`config.mk`:
```
export PLATFORM = sky130hd
export DESIGN_NAME = priority_code_decoder
export DESIGN_NICKNAME = d
export VERILOG_FILES = /design/src/rtl/priority_code_pkg.sv /design/src/rtl/priority_code_decoder_hold_timer.sv /design/src/rtl/priority_code_decoder.sv
export SDC_FILE = /design/constraint.sdc
export NUM_CORES = 1
export LEC_CHECK = 0
export ABC_AREA = 1
export BUFFER_PORTS_ARGS = -buffer_cell sky130_fd_sc_hd__buf_2
export CAP_MARGIN = 20
export CORE_MARGIN = 3
export CORE_UTILIZATION = 40
export CTS_CLUSTER_SIZE = 24
export DETAILED_ROUTE_END_ITERATION = 10
export SYNTH_ARGS = -nofsm -noshare
export SYNTH_HDL_FRONTEND = slang
export SYNTH_SLANG_ARGS = --single-unit
```
`constraint.sdc`:
```
create_clock -name clk -period 2.89 [get_ports clk]
set_input_delay 0.7225 -clock clk [delete_from_list [all_inputs] [get_ports clk]]
set_output_delay 0.7225 -clock clk [all_outputs]
set_load 0.1 [all_outputs]
```
`src/rtl/priority_code_pkg.sv`:
```
// ---------------------------------------------------------------------------
// priority_code_pkg
//
// Shared types and helpers for the priority code decoder and the handshake
// blocks built around it.
//
// Contents:
//   state_t    - decoder state encoding (IDLE / DRIVE / RELEASE)
//   IDX_W_DEF  - default width of an encoded line index
//   N_DEF      - default number of one-hot lines (2**IDX_W_DEF)
//   onehot()   - turns an encoded index into an N_DEF-bit one-hot vector
// ---------------------------------------------------------------------------
package priority_code_pkg;

  localparam int IDX_W_DEF = 2;
  localparam int N_DEF     = 4;

  // IDLE waits for a code, DRIVE holds the request line high until the
  // target answers or the hold window runs out, and RELEASE guarantees the
  // target sees the line low for a cycle before the next request can start.
  typedef enum logic [1:0] {
    IDLE    = 2'd0,
    DRIVE   = 2'd1,
    RELEASE = 2'd2
  } state_t;

  // Every code is legal, so the result always has exactly one bit set.
  function automatic logic [N_DEF-1:0] onehot(input logic [IDX_W_DEF-1:0] idx);
    logic [N_DEF-1:0] vec;
    vec      = '0;
    vec[idx] = 1'b1;
    return vec;
  endfunction

endpackage

```
`src/rtl/priority_code_decoder_hold_timer.sv`:
```
// ---------------------------------------------------------------------------
// hold_timer
//
// Small up-counter used to bound how long a handshake waits for its partner.
// It is loaded to zero when a wait starts, counts while enabled, and raises
// expire while the count sits at HOLD_MAX-1 so the owner can give up on that
// cycle. Once expired it stops counting, so it can never wrap.
//
// Ports:
//   clk     in   rising-edge clock
//   rst     in   asynchronous active-high reset, clears the count
//   load    in   restart the wait (count <= 0), has priority over enable
//   enable  in   advance the count by one this cycle
//   expire  out  count has reached HOLD_MAX-1
// ---------------------------------------------------------------------------
module hold_timer #(
  parameter int CNT_W    = 8,
  parameter int HOLD_MAX = 15
) (
  input  logic clk,
  input  logic rst,
  input  logic load,
  input  logic enable,
  output logic expire
);

  // Reject parameter sets where the last count does not fit the counter or
  // the hold window is outside the supported range.
  if (HOLD_MAX < 1 || HOLD_MAX > 255) begin : g_bad_hold_max
    $error("hold_timer: HOLD_MAX must be in 1..255");
  end
  if (HOLD_MAX >= (2 ** CNT_W)) begin : g_bad_cnt_w
    $error("hold_timer: HOLD_MAX must be below 2**CNT_W");
  end

  localparam logic [CNT_W-1:0] LAST_COUNT = CNT_W'(HOLD_MAX - 1);

  logic [CNT_W-1:0] count;

  // The counter restarts on load and otherwise climbs while enabled. It
  // freezes at the expiry value so a late or missing owner reaction cannot
  // push it past the range the comparator is looking at.
  always_ff @(posedge clk or posedge rst) begin
    if (rst) begin
      count <= '0;
    end else if (load) begin
      count <= '0;
    end else if (enable && !expire) begin
      count <= count + 1'b1;
    end
  end

  // Expiry is a plain compare on the registered count. The owner decides
  // what to do with it on the same cycle.
  assign expire = (count == LAST_COUNT);

endmodule

```
`src/rtl/priority_code_decoder.sv`:
```
// ---------------------------------------------------------------------------
// priority_code_decoder
//
// Inverse of the 4-to-2 priority encoder. It accepts a 2-bit code through a
// valid/ready front end and turns it into a one-hot request line. That line
// stays high until the addressed target acknowledges it or the hold window
// expires. Only one transaction is in flight at a time.
//
// Ports:
//   clk       in   rising-edge clock
//   rst       in   asynchronous active-high reset
//   in_valid  in   a code is presented on in_idx
//   in_idx    in   encoded index, code k selects line k
//   in_ready  out  block can accept a code this cycle
//   out_req   out  registered one-hot request, zero when idle
//   out_ack   in   per-line acknowledge from the targets
//   done      out  one-cycle pulse, addressed line acknowledged
//   timeout   out  one-cycle pulse, hold window expired without an ack
//   spur_ack  out  one-cycle pulse, ack seen on a line not being driven
//   busy      out  a transaction is in flight
//
// All outputs are flops. Nothing from out_ack reaches out_req without
// passing through a register.
// ---------------------------------------------------------------------------
module priority_code_decoder
  import priority_code_pkg::*;
#(
  parameter int IDX_W    = IDX_W_DEF,
  parameter int N        = N_DEF,
  parameter int HOLD_MAX = 15,
  parameter int CNT_W    = 8
) (
  input  logic             clk,
  input  logic             rst,
  input  logic             in_valid,
  input  logic [IDX_W-1:0] in_idx,
  output logic             in_ready,
  output logic [N-1:0]     out_req,
  input  logic [N-1:0]     out_ack,
  output logic             done,
  output logic             timeout,
  output logic             spur_ack,
  output logic             busy
);

  // The decode relies on the index covering the lines exactly. Otherwise
  // some codes would address lines that do not exist.
  if (N != (2 ** IDX_W)) begin : g_bad_n
    $error("priority_code_decoder: N must equal 2**IDX_W");
  end

  state_t           state_q;
  state_t           state_d;
  logic [IDX_W-1:0] idx_q;
  logic [N-1:0]     line_mask;
  logic             accept;
  logic             ack_hit;
  logic             spur_hit;
  logic             expire;
  logic             timer_load;
  logic             timer_en;

  logic [N-1:0]     req_d;
  logic             done_d;
  logic             timeout_d;
  logic             spur_d;
  logic             ready_d;
  logic             busy_d;

  // A handshake completes only in IDLE. in_ready is itself a flop that is
  // high exactly when the state is IDLE, so the two always agree.
  assign accept = (state_q == IDLE) && in_valid && in_ready;

  // Decode the captured index into a mask of the line being driven. The
  // mask splits the incoming acks into the one we are waiting for and any
  // that arrive on lines we are not driving.
  always_comb begin
    line_mask        = '0;
    line_mask[idx_q] = 1'b1;
  end

  assign ack_hit  = |(out_ack & line_mask);
  assign spur_hit = |(out_ack & ~line_mask);

  // The hold window starts fresh on every accepted code. It only counts
  // while the request line is actually being driven.
  assign timer_load = accept;
  assign timer_en   = (state_q == DRIVE);

  hold_timer #(
    .CNT_W    (CNT_W),
    .HOLD_MAX (HOLD_MAX)
  ) u_hold_timer (
    .clk    (clk),
    .rst    (rst),
    .load   (timer_load),
    .enable (timer_en),
    .expire (expire)
  );

  // State register together with the registered outputs. Reset clears
  // everything at once without waiting for a clock, so a request dropped by
  // reset never produces a done or timeout pulse. in_ready comes out of
  // reset high, so a code can be taken on the first edge after release.
  always_ff @(posedge clk or posedge rst) begin
    if (rst) begin
      state_q  <= IDLE;
      out_req  <= '0;
      done     <= 1'b0;
      timeout  <= 1'b0;
      spur_ack <= 1'b0;
      busy     <= 1'b0;
      in_ready <= 1'b1;
    end else begin
      state_q  <= state_d;
      out_req  <= req_d;
      done     <= done_d;
      timeout  <= timeout_d;
      spur_ack <= spur_d;
      busy     <= busy_d;
      in_ready <= ready_d;
    end
  end

  // The captured index only changes when a new code is accepted. It keeps
  // pointing at the driven line for the whole of DRIVE.
  always_ff @(posedge clk or posedge rst) begin
    if (rst) begin
      idx_q <= '0;
    end else if (accept) begin
      idx_q <= in_idx;
    end
  end

  // Next-state logic. In DRIVE an ack on the addressed line is checked
  // before expiry, so an ack that lands on the last allowed cycle still
  // counts as success. RELEASE always lasts exactly one cycle.
  always_comb begin
    state_d = state_q;
    unique case (state_q)
      IDLE: begin
        if (accept) begin
          state_d = DRIVE;
        end
      end
      DRIVE: begin
        if (ack_hit) begin
          state_d = RELEASE;
        end else if (expire) begin
          state_d = IDLE;
        end
      end
      RELEASE: begin
        state_d = IDLE;
      end
      default: begin
        state_d = IDLE;
      end
    endcase
  end

  // Output logic. It computes the values the output flops take at the next
  // edge. The request rises the cycle after accept. It falls on the same
  // edge that raises done or timeout, so each pulse lines up with the drop.
  // Spurious acks are only looked at while driving. They are reported even
  // on the cycle the real ack arrives.
  always_comb begin
    req_d     = '0;
    done_d    = 1'b0;
    timeout_d = 1'b0;
    spur_d    = 1'b0;
    unique case (state_q)
      IDLE: begin
        if (accept) begin
          req_d[in_idx] = 1'b1;
        end
      end
      DRIVE: begin
        spur_d = spur_hit;
        if (ack_hit) begin
          done_d = 1'b1;
        end else if (expire) begin
          timeout_d = 1'b1;
        end else begin
          req_d = line_mask;
        end
      end
      RELEASE: begin
        req_d = '0;
      end
      default: begin
        req_d = '0;
      end
    endcase
    ready_d = (state_d == IDLE);
    busy_d  = (state_d != IDLE);
  end

endmodule

```
# ---- Yosys cells after proc, flatten, opt, wreduce, memory -nomap -nowiden
# Index checks and enable logic that the tools add are counted.
dict set report totals {
  regBits 21
  latchBits 0
  mem_bits_rw 0
  mem_bits_ro 0
  in_bits 9
  word_cells 51
  memories 0
}
dict set report op_classes {
  add_sub_neg 1
  mul 0
  n_div 0
  order_cmp 4
  n_eq_ne 2
  shift 0
  mux 20
  bitwise_logic 3
  reduce_logical 12
}
# operator n
set ops {}
lappend ops {{$mux W8} 2}
lappend ops {{$mux W4} 3}
lappend ops {{$add A8 B1 Y8 const B} 1}
lappend ops {{$and A4 B4 Y4} 2}
lappend ops {{$eq A8 B4 Y1 const B} 1}
lappend ops {{$mux W1} 8}
lappend ops {{$pmux W4 S2} 1}
lappend ops {{$reduce_or A4 Y1} 2}
lappend ops {{$lt A2 B3 Y1 const B} 2}
lappend ops {{$mux W2} 3}
lappend ops {{$logic_and A1 B1 Y1} 5}
lappend ops {{$demux W1 S2} 2}
lappend ops {{$ge A2 B1 Y1 const B} 2}
lappend ops {{$logic_not A2 Y1} 2}
lappend ops {{$not A4 Y4} 1}
lappend ops {{$pmux W2 S2} 1}
lappend ops {{$reduce_bool A2 Y1} 2}
lappend ops {{$eq A2 B1 Y1 const B} 1}
lappend ops {{$logic_not A1 Y1} 1}

# ---- Depth between registers and ports, before layout
dict set report depth {
  ltp_word 9
  ltp_mapped 8
  mapped_depth_nobuf 8
}

# ---- By module
# Synthesis repeated with hierarchy kept, for this count alone.
dict set report hier_totals {
  cells_unflattened 136
  area_unflattened_um2 1136.1
}
# module n_inst cells_per_inst area_each_um2 seq_area_each_um2
set modules_own_cells {}
lappend modules_own_cells {priority_code_decoder 1 67 631.9 326.6}
lappend modules_own_cells {hold_timer 1 69 504.2 200.2}

# ---- Worst setup path before layout
# OpenSTA, ideal clock, no wires.
dict set report synth_timing {
  path_type {reg-to-reg}
  start {register in_ready}
  end {register out_req[2]}
  arrival_time_ps 1604
  slack_ps 1212
  path_stages_with_launch 7
  cell_sequence {dfstp_2 > nand2_1 > nor2_8 > inv_6 > nor2_4 > inv_1 > o21ai_2}
}
dict set report synth_between {
  elab_chain_cells 3
}
# item line
set synth_lines {}
lappend synth_lines {{start, declared} priority_code_decoder.sv:37} ;# output logic in_ready,
lappend synth_lines {{start signal, assigned} priority_code_decoder.sv:121} ;# in_ready <= ready_d;
lappend synth_lines {{$logic_and A1 B1 Y1} priority_code_decoder.sv:72} ;# assign accept = (state_q == IDLE) && in_valid && in_ready;
lappend synth_lines {{$mux W4} priority_code_decoder.sv:174} ;# if (accept) begin
lappend synth_lines {{$pmux W4 S2} priority_code_decoder.sv:172} ;# unique case (state_q)
lappend synth_lines {{net req_d[2]} priority_code_decoder.sv:63} ;# logic [N-1:0] req_d;
lappend synth_lines {{end signal, assigned} priority_code_decoder.sv:116} ;# out_req <= req_d;
lappend synth_lines {{end, declared} priority_code_decoder.sv:38} ;# output logic [N-1:0] out_req,
# The timed path passes the listed nets, and every way through them passes these cells.
# A chain may end at the register's enable or synchronous reset.

# ---- Final worst setup path
dict set report layout_timing {
  start {register in_ready}
  end {output port in_ready}
}
# No word-level cell between the ends.

==> metrics <==
status completed; post-route ant nets 0; CTS buffer count 3; fin. max-slew vios 0; Worst Path Required 2170 ps; total track usage 0.136; GR Overflow Total 0; vias in the first global route 834; buffers added on ports 17; Comb pwr share 0.583; antenna cells 0; worst clock skew 2.60 ps; final std cells w/o fill 188; # clock sinks 21; Seq pwr share 0.315; clock network power share 0.101; Buf+Inv Stages, Crit Path 1; CP startpoint in_ready; Commonest cells post-synth 43 x nand2_1, 20 x dfrtp_1, 14 x inv_1, 11 x nor2_1, 9 x nand3_1; Routed WL 2120 µm; initial antenna violation count 0; Syn-to-layout area delta 9.55%; kind of critical path flop to output pin; Seq. cell area 527 µm²; P_sw 797 µW; later-pin clock latency in the skew report 310 ps; RSZ-0062 raised after global routing false; most frequent cell after synthesis nand2_1; Placed Cells 184; Async SR Flop Fraction 1.00; H-tree levels 1; CP arrival 1260 ps; Power Density 1060 nW/µm²; Top Family by Delay on Critical Path flip-flops; synth warn 0; drt wl/cell 11.3 µm; sequential fraction of the synthesis area 0.432; maximum vdd drop 0.000336 V; die area 3740 µm²; period utilization 0.686; FF-to-FF Start u_hold_timer.count[0]; CTS tree done; Mean Syn Cell Area 8.77 µm²; placed instance area 1310 µm²; first-pass GRT wire length 3670 µm; RePlAce Congestion 0.802; Synth Flop Type dfrtp_1; Worst path depth 1; drt first pass iters 4; final setup fails 0; Post-synth EDFFs 0; max-cap violations 0; initial drt markers 35; #FFs+latches synth 21; Post-Synthesis Cell Area 1220 µm²; CP Capture Type output pin; Remaining DRCs 0; final hold vios 0; layout cell share with drive strength beyond 1 0.299; Initial Util 0.431; Mapped Cells 139; FMAX 0.504 GHz; vias 917; Synth Net Count 150; P_int 616 µW; post-synth top area share 0.411; Leak Pwr 0.692 nW; Netlist cell types 24; Post-CTS Setup Bufs 0; Switching Fraction 0.564; Cell Chain, Critical Path buf_2; clock slew at reported path FFs 120 ps; Root Buffer clkbuf_4; Die Span Y 61.2 µm; Cell Rows 19; Crit Path Max Fanout 2; Final Cell Area 1340 µm²; Hold WC Path Type primary input to async pin; synth top area cells dfrtp_1 41%, nand2_1 13%, nand3_2 4.9%; Worst Reg-to-Reg Cells 8; Slew @ Worst Pin 785 ps; Boundary Pins 18; clk buf depth 2; core box area 2830 µm²; Min Clock Period, post-route 1980 ps; post_cts resized 0; CP max stage cell dfstp_2; Net count, final 169; DR vias/cell 4.88; CP startpoint kind flop; Hold Buf Count CTS 0; slowest stage delay, CP 540 ps; cell taking the most area after synthesis dfrtp_1; largest net degree at the start of global routing 22; die width 61.2 µm; Multi-input gate area 592 µm²; Sum Neg Setup Slack 0 ps; relative max-transition margin 0.476; filler cell count 262; DPL Wire Length 1570 µm
[stage by stage]
step,hold WS [ps],power (mW),worst slack [ps],util
2_1_floorplan,491,1.20,1210,-
3_3_place_gp,514,1.28,1250,0.462
3_5_place_dp,525,1.29,1250,0.462
4_1_cts,560,1.43,891,0.472
5_1_grt,588,1.51,861,0.472
6_report,536,1.41,907,0.472
[layout by cell type, fill, tap and decap left out]
cell type and n:
nand4_2 4, or2_4 1, nor2_1 11, inv_1 14, dfstp_2 1, nand3_1 9, nor2_8 3, o21bai_1 1
buf_2 17, nor2_2 3, o21ai_1 1, clkbuf_4 3, nand2_1 43, ha_1 2, nor2_4 3, o21ai_2 1
a31oi_1 1, clkinv_2 1, dfrtp_1 20, xor2_1 2, nand3_2 6, nand2_2 2, o21ai_0 6, inv_2 1
inv_6 1
[sequential cells by signal, indices dropped and copies added (netlist names)]
register            cells
spur_ack                1
busy                    1
idx_q                   2
in_ready                1
done                    1
timeout                 1
u_hold_timer.count      8
state_q                 2
out_req                 4
[cells by family (layout without fill, tap and decap cells)]
family,count (synthesis),after routing,share of synthesized area
DFF,21,21,0.432
buffers and inverters,19,37,0.0821
adders and majority gates,2,2,0.0205
xor gates and xnor gates,2,2,0.0144
and+or+nand+nor,85,85,0.403
AOI/OAI and AO/OA,10,10,0.0472
[layout make-up]
cell class,instances,area share
repair buffers,17,0.0637
inverters,16,0.0487
flip-flops and latches,21,0.395
well taps,31,0.0291
clock inverters,1,0.00375
multi-input cells,99,0.443
clock buffers,3,0.0169
[per-layer routing]
layer	wire length [µm]	track usage	vias to the layer above
met1	942	0.156	414
met4	38	0.0588	0
li1	-	-	473
met5	0	0	-
met3	106	0.0377	4
met2	1030	0.234	26
[final timing paths]
kind / end / slack, ps
min in group clk: u_hold_timer.count[7] / 560
setup reg to reg: u_hold_timer.count[6] / 1420
max in group asynchronous: idx_q[0] / 1870
hold reg to reg: u_hold_timer.count[7] / 560
hold / removal: u_hold_timer.count[5] / 540
setup / recovery: in_ready / 910
[power groups by stage]
stage	clock [mW]	sequential (mW)	combinational [mW]
5_1_grt	0.161	0.460	0.890
3_3_place_gp	0	0.452	0.831
3_5_place_dp	0	0.453	0.833
6_report	0.143	0.446	0.824
2_1_floorplan	0	0.731	0.469
4_1_cts	0.150	0.446	0.836
(Power assumes the default switching activity.)
